**src/rtl/universal_register.sv**
```systemverilog
// Purpose : WIDTH-bit clocked register with op-coded load/inc/dec/shift/clear/invert, carry and zero flags, gated bus drive.
// Latency : q/carry update one clk edge after the op is presented; q_not, zero, bus_out are combinational from q.
// Backpressure: none; enable=0 stalls the register (q and carry hold), rst overrides everything.
module universal_register #(
    parameter int          WIDTH       = 8,
    parameter int unsigned RESET_VALUE = 0
) (
    input  logic             clk,
    input  logic             rst,
    input  logic             enable,
    input  logic [2:0]       op,
    input  logic [WIDTH-1:0] data,
    input  logic             serial_in,
    input  logic             out_enable,
    output logic [WIDTH-1:0] q,
    output logic [WIDTH-1:0] q_not,
    output logic [WIDTH-1:0] bus_out,
    output logic             carry,
    output logic             zero
);

    // Function select encoding.
    typedef enum logic [2:0] {
        OP_HOLD   = 3'b000,
        OP_LOAD   = 3'b001,
        OP_INC    = 3'b010,
        OP_DEC    = 3'b011,
        OP_SHL    = 3'b100,
        OP_SHR    = 3'b101,
        OP_CLEAR  = 3'b110,
        OP_INVERT = 3'b111
    } op_e;

    // Reset value truncated to the register width.
    localparam logic [WIDTH-1:0] RST_Q = WIDTH'(RESET_VALUE);
    localparam logic [WIDTH:0]   ONE_W = {{WIDTH{1'b0}}, 1'b1};

    logic [WIDTH-1:0] q_q, q_d;
    logic             carry_q, carry_d;

    // Candidate results, all derived from the pre-edge value of q.
    logic [WIDTH:0]   inc_sum;
    logic [WIDTH:0]   dec_diff;
    logic [WIDTH-1:0] shl_val;
    logic [WIDTH-1:0] shr_val;

    // Arithmetic and shift datapaths; the extra top bit carries wrap/borrow.
    always_comb begin
        inc_sum  = {1'b0, q_q} + ONE_W;
        dec_diff = {1'b0, q_q} - ONE_W;
        shl_val  = {q_q[WIDTH-2:0], serial_in};
        shr_val  = {serial_in, q_q[WIDTH-1:1]};
    end

    // Next-state select; with enable low the op is never decoded so an undriven op/data cannot leak into q.
    always_comb begin
        q_d     = q_q;
        carry_d = carry_q;
        if (enable) begin
            case (op)
                OP_HOLD: begin
                    q_d     = q_q;
                    carry_d = carry_q;
                end
                OP_LOAD: begin
                    q_d     = data;
                    carry_d = 1'b0;
                end
                OP_INC: begin
                    q_d     = inc_sum[WIDTH-1:0];
                    carry_d = inc_sum[WIDTH];
                end
                OP_DEC: begin
                    q_d     = dec_diff[WIDTH-1:0];
                    carry_d = dec_diff[WIDTH];
                end
                OP_SHL: begin
                    q_d     = shl_val;
                    carry_d = q_q[WIDTH-1];
                end
                OP_SHR: begin
                    q_d     = shr_val;
                    carry_d = q_q[0];
                end
                OP_CLEAR: begin
                    q_d     = '0;
                    carry_d = 1'b0;
                end
                OP_INVERT: begin
                    q_d     = ~q_q;
                    carry_d = 1'b0;
                end
                default: begin
                    q_d     = q_q;
                    carry_d = carry_q;
                end
            endcase
        end
    end

    // State register; synchronous reset wins over enable and op.
    always_ff @(posedge clk) begin
        if (rst) begin
            q_q     <= RST_Q;
            carry_q <= 1'b0;
        end else begin
            q_q     <= q_d;
            carry_q <= carry_d;
        end
    end

    // Combinational views of the register: complement, zero detect, gated bus drive.
    always_comb begin
        q       = q_q;
        q_not   = ~q_q;
        zero    = (q_q == '0);
        carry   = carry_q;
        bus_out = out_enable ? q_q : '0;
    end

endmodule

```
**config.mk**
```make
export PLATFORM = sky130hd
export DESIGN_NAME = universal_register
export DESIGN_NICKNAME = d
export VERILOG_FILES = /design/src/rtl/universal_register.sv
export SDC_FILE = /design/constraint.sdc
export NUM_CORES = 1
export LEC_CHECK = 0
export CAP_MARGIN = 20
export CORE_ASPECT_RATIO = 1.4
export CORE_MARGIN = 2
export CORE_UTILIZATION = 30
export DETAILED_ROUTE_END_ITERATION = 12
export GPL_ROUTABILITY_DRIVEN = 0
export PLACE_DENSITY = 0.6
export SLEW_MARGIN = 30
export SYNTH_ARGS = -nofsm -noshare
export SYNTH_HDL_FRONTEND = slang
export SYNTH_SLANG_ARGS = --single-unit
```
**constraint.sdc**
```tcl
create_clock -name clk -period 4 [get_ports clk]
set_input_delay 0.4 -clock clk [delete_from_list [all_inputs] [get_ports clk]]
set_output_delay 0.4 -clock clk [all_outputs]
set_load 0.05 [all_outputs]
```
==> impl_metrics.json, run 1 <==
{
  "numCtsBuffers": 3,
  "track_usage_pct": 17.64,
  "layout_min_cycle_time_ps": 3207,
  "first_global_vias": 1225,
  "setup_ws_ps": 792.8,
  "cp_data_arrival_time_ps": 2810,
  "grt_max_degree": 25,
  "slew_violations": 0,
  "hpwl_um": 2712,
  "ios": 42,
  "syn_area_per_cell_um2": 7.112,
  "wl_met3_um": 214,
  "power_density_nw_per_um2": 291.9,
  "antenna_found_initial": 0,
  "syn_nets": 173,
  "skew_ps": 8.201,
  "die_w_um": 55.23,
  "maxCapViolations": 0,
  "antennaDiodeCount": 0,
  "dr.pass1.iters": 4,
  "synth_cells": 155,
  "wl_met2_um": 1778,
  "cts_tree": "yes",
  "r2r_setup_slack_ps": 1730,
  "start_util_pct": 30.80,
  "cts_resized": 0,
  "die_h_um": 75.72,
  "critical_path_class": "flop to output pin",
  "drt_wl_total_um": 3739,
  "crit_path_start_kind": "flop",
  "p_total_w": 0.0004525,
  "core-area_um2": 3578,
  "postRouteAntennaNets": 0,
  "drc_errors": 0,
  "fmax_mhz": 311.8,
  "ys_seq_area_share_pct": 16.35,
  "nets": 205,
  "setup_viol": 0,
  "min_path_cells": 2,
  "synth_edf_count": 0,
  "required_ps": 3600,
  "syn_area_um2": 1102,
  "cts_setup_buffers": 0,
  "ys_types": 56,
  "r2r_end": "carry",
  "yosys.area.top_type_share_pct": 16.35,
  "rsz0062_at_grt": "false",
  "hold_buffers": 0,
  "peakVddDrop_mv": 0.2258,
  "synthTopCellsByCount": "a21oi_1, nand2_1, clkbuf_1",
  "yosys_most_used_dff": "dfxtp_1",
  "tightest_slew_ps": 913.4,
  "rows": 26,
  "startpoint": "q[1]",
  "synth_most_common_cell": "a21oi_1",
  "pre_cts_slack_ps": 1075,
  "hold_path_end": "carry",
  "drt-met1-wl_um": 1515,
  "fin_crit_sh_pct": 80.18,
  "die_area_um2": 4182,
  "cts.htree.levels": 1,
  "slew_headroom_pct": 38.92,
  "static-leakage-power_nw": 0.5312,
  "portBuffers": 41,
  "dr.first_iter.drc_count": 28,
  "outcome": "completed",
  "via_count": 1341,
  "reg2reg_depth": 7,
  "async_reset_ff_share_pct": 0,
  "grt_overflow": 0,
  "clock-sinks": 9,
  "synth_area_leaders": "dfxtp_1, a21oi_1, and2_1, nand2_1, clkbuf_1",
  "utilization_pct": 43.32,
  "root_buffer": "clkbuf_8",
  "path_clk_slew_ps": 50,
  "clockBufferDepth": 2,
  "ys_seq_elements": 9,
  "r2r-start": "q[1]",
  "path_max_fanout": 12,
  "grt_pass1_wl_um": 5858,
  "n_fill_cell": 371,
  "clk_latency_ps": 250,
  "hold_viol": 0,
  "layout-drive-gt1-share_pct": 7.527,
  "synth_top_area_cell": "dfxtp_1",
  "detail_route.vias_per_cell": 5.882,
  "hold_start": "carry",
  "hold_slack_ps": 447.7,
  "avgRoutedWirePerCell_um": 16.40,
  "tns_ps": 0,
  "area_growth_pct": 40.64,
  "yosysWarnings": 0,
  "hold_path.class": "flop to flop",
  "topRoutingLayerUsed": "met4",
  "cp-end-kind": "output pin"
}
final cells by class:
cell class,instances,area [um^2],area share [%]
repair buffers,42,417.9,26.96
well taps,42,52.55,3.390
flip-flops and latches,9,180.2,11.62
clock buffers,4,45.04,2.906
inverters,10,37.54,2.421
multi-input cells,121,817.0,52.70
registers in the layout, indices dropped and copies added, names as in the netlist:
signal,count
q,8
carry,1
cells in the final DEF (no fill, tap or decap), types with 2 or more instances in the layout:
master / synthesis / final
a2111oi_0: 2 / 2
a211oi_1: 4 / 4
a21oi_1: 13 / 13
a221o_1: 2 / 2
a2bb2oi_1: 2 / 2
and2_1: 9 / 9
and4_1: 2 / 2
clkbuf_8: 0 / 3
clkdlybuf4s50_1: 0 / 41
dfxtp_1: 9 / 9
ha_1: 2 / 2
inv_1: 7 / 7
inv_2: 2 / 2
mux2i_1: 2 / 2
nand2_1: 12 / 12
nand2b_1: 3 / 3
nand3_1: 5 / 5
nand4_1: 4 / 4
nor2_1: 8 / 8
nor3_1: 2 / 2
o211ai_1: 2 / 2
o21ai_0: 6 / 6
o22ai_1: 5 / 5
o31ai_1: 3 / 3
or4_4: 2 / 2
xnor2_1: 4 / 4
stage by stage:
stage | std cells | instance area (um^2)
6_report | 228 | 1550
2_1_floorplan | 155 | 1102
3_3_place_gp | 224 | 1505
3_5_place_dp | 224 | 1505
4_1_cts | 228 | 1550
5_1_grt | 228 | 1550
critical path: stages, from the launching register on:
cell and delay [ps]:
dfxtp_1 420, inv_1 160, ha_1 200, or3b_4 410, or4_4 450, nor2_1 120, clkdlybuf4s50_1 810
logic make-up (layout without fill, tap and decap cells):
| family | after synthesis | in the layout | synth area share (%) |
|---|---|---|---|
| and+or+nand+nor | 57 | 57 | 30.99 |
| buffers and inverters | 25 | 56 | 9.535 |
| xor gates and xnor gates | 5 | 5 | 3.973 |
| DFF | 9 | 9 | 16.34 |
| adders and majority gates | 2 | 2 | 2.270 |
| muxes | 2 | 2 | 1.816 |
| AOI/OAI and AO/OA | 55 | 55 | 35.08 |
how the worst max path moves through the flow:
stage	cells after the start	end	slack, ps
2_1_floorplan	6	zero	810
6_report	6	zero	790
5_1_grt	6	zero	670
4_1_cts	6	zero	820
3_5_place_dp	6	zero	1070
3_3_place_gp	6	zero	1170
power breakdown:
group	internal [W]	total (W)	switching (W)
registers	0.0000965	0.000118	0.0000213
logic	0.0000864	0.000221	0.000135
clock network	0.0000701	0.000113	0.0000432
total	0.000253	0.000452	0.000199
layer usage:
layer	GRT usage, %	up-vias
li1	-	643
met1	20.30	616
met2	29.63	63
met3	3.226	19
met4	13.01	0
met5	0	-
(Power assumes the default switching activity.)
==> run 2, diff against run 1 <==
==> constraint.sdc (replaced) <==
create_clock -name clk -period 3.1 [get_ports clk]
set_input_delay 0.31 -clock clk [delete_from_list [all_inputs] [get_ports clk]]
set_output_delay 0.31 -clock clk [all_outputs]
set_load 0.05 [all_outputs]
==> run 2 against run 1 <==
- clock skew decreased by 4.1 ps
- worst setup slack got worse by 59 ps
- count of clock-buffer cells in the layout stayed put
- critical path depth is the same
- register-to-register slack lost 800 ps
- final cell count is 1.3% higher
==> impl_metrics.json, run 2 (synthesis results as in run 1) <==
{
  "outcome": "completed",
  "switching_share_pct": 43.69,
  "peakVddDrop_mv": 0.2101,
  "antennaDiodeCount": 0,
  "static-leakage-power_nw": 0.5478,
  "startpoint": "q[1]",
  "hold_path.class": "flop to flop",
  "critPathSlowestCell": "or4_4",
  "ios": 42,
  "n_fill_cell": 367,
  "portBuffers": 41,
  "dr.first_iter.drc_count": 38,
  "drt_wl_total_um": 3731,
  "setup_viol": 0,
  "track_usage_pct": 18.10,
  "crit_path_start_kind": "flop",
  "die_h_um": 75.72,
  "cpPeakStageDelay_ps": 450,
  "clk_latency_ps": 240,
  "slew_headroom_pct": 46.20,
  "die_area_um2": 4182,
  "layout-drive-gt1-share_pct": 10.05,
  "cts_tree": "yes",
  "utilization_pct": 43.95,
  "worstPathCellList": "inv_1 > ha_1 > or3b_4 > or4_4 > nor2_2 > buf_4",
  "drc_errors": 0,
  "antenna_found_initial": 0,
  "min_path_cells": 2,
  "core-area_um2": 3578,
  "p_seq_share_pct": 25.3,
  "path_clk_slew_ps": 50,
  "clockBufferDepth": 2,
  "die_w_um": 55.23,
  "hpwl_um": 2757,
  "slew_violations": 0,
  "hold_viol": 0,
  "path_max_fanout": 4,
  "tightest_slew_ps": 804.4,
  "maxCapViolations": 0,
  "rows": 26,
  "cts.htree.levels": 1,
  "hold_buffers": 0,
  "p_sw_w": 0.0002554,
  "r2r_end": "carry",
  "first_global_vias": 1281,
  "numCtsBuffers": 3,
  "reg2reg_depth": 7,
  "multi_input_area_um2": 819.5,
  "layout_min_cycle_time_ps": 2367,
  "clock-sinks": 9,
  "rsz0062_at_grt": "false",
  "tns_ps": 0,
  "most-common-layout-cells": "clkdlybuf4s50_1, a21oi_1, nand2_1, and2_1, dfxtp_1",
  "via_count": 1357,
  "area_growth_pct": 42.68,
  "root_buffer": "clkbuf_8",
  "intPower_w": 0.0003291,
  "start_util_pct": 30.80,
  "cts_resized": 0,
  "pwr-share-clk_pct": 24.5,
  "r2r_setup_slack_ps": 930,
  "critical_path_class": "flop to output pin",
  "cp-end-kind": "output pin",
  "dr.pass1.iters": 4,
  "ff_latch_area_um2": 180.2,
  "largest_register_ffs": 8,
  "postRouteAntennaNets": 0,
  "power_density_nw_per_um2": 371.6,
  "avgRoutedWirePerCell_um": 16.15,
  "fin_crit_sh_pct": 76.34,
  "cp-endpoint": "zero",
  "r2r-start": "q[1]",
  "grt_overflow": 0,
  "fmax_mhz": 422.6,
  "grt_max_degree": 25,
  "nets": 208,
  "cts_setup_buffers": 0,
  "cp_data_arrival_time_ps": 2060,
  "grt_pass1_wl_um": 6065,
  "layout_commonest_cell": "clkdlybuf4s50_1",
  "pwr-share-comb_pct": 50.2,
  "skew_ps": 4.101,
  "detail_route.vias_per_cell": 5.874,
  "hold_slack_ps": 451.0,
  "required_ps": 2790
}
run 2: cell count changes in the layout (fill, tap and decap cells not counted), sizes merged:
cell,previous run,this run
clkdlybuf4s50,41,40
buf,1,5
run 2: through the flow:
step | setup slack, ps | total power [W] | instances | instance area (um^2)
after global routing | 657.7 | 0.0006163 | 231 | 1573
final | 733.4 | 0.0005845 | 231 | 1573
after floorplan | 224.3 | 0.0003458 | 155 | 1105
after detailed placement | 721.7 | 0.0004413 | 227 | 1528
after global placement | 771.1 | 0.0004419 | 227 | 1528
after CTS | 736.6 | 0.0005875 | 231 | 1573
run 2: area by class of cell:
| type | count | share of cell area, % |
|---|---|---|
| multi-input cells | 121 | 52.11 |
| repair buffers | 45 | 27.84 |
| flip-flops and latches | 9 | 11.46 |
| well taps | 42 | 3.341 |
| clock buffers | 4 | 2.864 |
| inverters | 10 | 2.387 |
run 2: worst min path at each step:
| stage | slack, ps | from | to |
|---|---|---|---|
| final | 450 | carry | carry |
| after global routing | 480 | carry | carry |
| after CTS | 450 | carry | carry |
| after detailed placement | 440 | carry | carry |
| after global placement | 440 | carry | carry |
| after floorplan | 520 | op[0] | q[7] |
run 2: critical path: cells and delay by family, from the launching register on:
kind          cells  cell delay (ps)
flops             1              300
simple gates      3              970
fa+ha+maj         1              220
buf+inv           2              320
run 2: power by group through the flow:
stage / clock, W / combinational [W] / sequential [W]
after detailed placement: 0 / 0.000292 / 0.000149
after CTS: 0.000147 / 0.000293 / 0.000147
after floorplan: 0 / 0.000182 / 0.000164
after global routing: 0.000154 / 0.000312 / 0.000150
after global placement: 0 / 0.000293 / 0.000149
final: 0.000143 / 0.000293 / 0.000148
run 2: routing by layer:
| layer | up-vias | GRT usage [%] | share of wire, % |
|---|---|---|---|
| met5 | - | 0 | 0 |
| met1 | 622 | 20.18 | 39 |
| met3 | 16 | 4.414 | 7.3 |
| met2 | 68 | 32.01 | 50 |
| li1 | 651 | - | - |
| met4 | 0 | 10.03 | 3.9 |
==> run 3, diff against run 2 <==
==> constraint.sdc (replaced) <==
create_clock -name clk -period 2.2 [get_ports clk]
set_input_delay 0.22 -clock clk [delete_from_list [all_inputs] [get_ports clk]]
set_output_delay 0.22 -clock clk [all_outputs]
set_load 0.05 [all_outputs]
==> run 3 against run 2 <==
- register-to-register slack got worse by 730 ps
- routed wire length rose by 7.9%
- sequential share of layout area fell by 0.47 points
- combinational power rose by 58%
- first-iteration DRC count rose by 29%
- clock skew fell by 2.3 ps
- core utilization rose by 3.1 points
- design area rose by 7.2%
- critical endpoint unchanged
==> impl_metrics.json, run 3 (synthesis results as in run 1) <==
{
  "die_w_um": 55.23,
  "dr.first_iter.drc_count": 49,
  "fin_crit_sh_pct": 99.01,
  "cp-end-kind": "output pin",
  "path_max_fanout": 4,
  "nets": 220,
  "area_growth_pct": 52.89,
  "static-leakage-power_nw": 0.6254,
  "hold_buffers": 0,
  "drc_errors": 0,
  "required_ps": 1980,
  "outcome": "completed",
  "ios": 42,
  "avgRoutedWirePerCell_um": 16.56,
  "dr.pass1.iters": 4,
  "path_clk_slew_ps": 50,
  "worstPathCellList": "clkinvlp_4 > ha_4 > or3b_4 > or4_4 > nor2_4 > buf_12",
  "crit_family": "simple AND/OR/NAND/NOR gates",
  "cpPeakStageDelay_ps": 470,
  "cts_tree": "yes",
  "hpwl_um": 3099,
  "start_util_pct": 30.80,
  "largest_register_ffs": 8,
  "critical_path_class": "flop to output pin",
  "tightest_slew_ps": 501.6,
  "drt_wl_total_um": 4025,
  "globalRouteMet3Util_pct": 4.924,
  "via_count": 1402,
  "layout_min_cycle_time_ps": 2178,
  "grt_use_met2_pct": 34.66,
  "dp.cells": 239,
  "clk_latency_ps": 240,
  "skew_ps": 1.788,
  "stdcell_area_um2": 1685,
  "root_buffer": "clkbuf_8",
  "final_cells": 243,
  "placed_area_um2": 1640,
  "cts_setup_buffers": 0,
  "first_global_vias": 1347,
  "cts_resized": 0,
  "antenna_found_initial": 0,
  "track_usage_pct": 19.55,
  "rsz0062_at_grt": "true",
  "numCtsBuffers": 3,
  "maxCapViolations": 0,
  "ff_latch_area_um2": 185.2,
  "grt_max_degree": 14,
  "rows": 26,
  "die_h_um": 75.72,
  "die_area_um2": 4182,
  "slew_violations": 0,
  "crit_path_start_kind": "flop",
  "fmax_mhz": 459.1,
  "grt_pass1_wl_um": 6651,
  "use_met1_pct": 23.27,
  "hold_viol": 0,
  "core-area_um2": 3578,
  "critPathSlowestCell": "or4_4",
  "worst-path-buf-inv": 2,
  "clockBufferDepth": 2,
  "layout_commonest_cell": "clkdlybuf4s50_1",
  "peakVddDrop_mv": 0.3252,
  "postRouteAntennaNets": 0,
  "power_density_nw_per_um2": 513.2,
  "slew_headroom_pct": 66.45,
  "detail_route.vias_per_cell": 5.770,
  "utilization_pct": 47.10,
  "busiest_layer": "met2",
  "portBuffers": 41,
  "n_fill_cell": 372,
  "layout-drive-gt1-share_pct": 21.89,
  "setup_viol": 0,
  "grt_overflow": 0,
  "cts.htree.levels": 1,
  "hold_path.class": "flop to flop",
  "antennaDiodeCount": 0,
  "multi_input_area_um2": 837.1,
  "most-common-layout-cells": "clkdlybuf4s50_1, buf_4, a21oi_1, nand2_1, and2_1",
  "cp_data_arrival_time_ps": 1960,
  "clock-sinks": 9
}
run 3: cell types whose count changed in the layout (fill, tap and decap cells not counted), sizes merged:
| cell | change |
|---|---|
| clkinvlp | +2 |
| clkdlybuf4s50 | -8 |
| inv | -2 |
| buf | +20 |
run 3: area by class of cell:
type | count | area share [%]
multi-input cells | 121 | 49.67
clock buffers | 4 | 2.673
well taps | 42 | 3.118
flip-flops and latches | 9 | 10.99
repair buffers | 57 | 30.88
inverters | 10 | 2.673
run 3: where the power goes:
group | total (W) | leakage [nW] | internal (W) | switching (W)
Combinational | 0.000462 | 0.528 | 0.000190 | 0.000272
Sequential | 0.000202 | 0.0750 | 0.000176 | 0.0000261
Clock | 0.000201 | 0.0228 | 0.000127 | 0.0000738
Total | 0.000865 | 0.625 | 0.000493 | 0.000372
run 3: worst paths after layout:
check	startpoint	to	slack, ps	cells after the start
setup reg to reg	q[1]	carry	200	7
setup / recovery	q[1]	zero	20	6
hold / removal	carry	carry	450	2
hold reg to reg	carry	carry	450	2
run 3: worst reg2reg max path: cells and delay by family (launching register included):
family | cells | cell delay (ps)
AND/OR/NAND/NOR | 3 | 980
adder cells (fa/ha/maj) | 1 | 130
AO/OA/AOI/OAI | 2 | 380
flip-flops | 1 | 350
buffers and inverters | 1 | 90
run 3: metrics by stage:
step / setup TNS, ps / total power, W / setup WS [ps] / hold WS (ps)
3_5_place_dp: 0 / 0.0006646 / 181.3 / 453.0
5_1_grt: -32.35 / 0.0009112 / -32.35 / 478.7
6_report: 0 / 0.0008649 / 21.72 / 453.8
4_1_cts: 0 / 0.0008662 / 22.61 / 458.1
3_3_place_gp: 0 / 0.0006658 / 162.3 / 446.3
2_1_floorplan: -174.0 / 0.0004976 / -86.63 / 427.4
run 3: routing by layer:
layer | part of all wire [%] | up-vias
met5 | 0 | -
met4 | 1.7 | 0
met3 | 5.1 | 6
met2 | 50 | 54
met1 | 43 | 667
li1 | - | 675
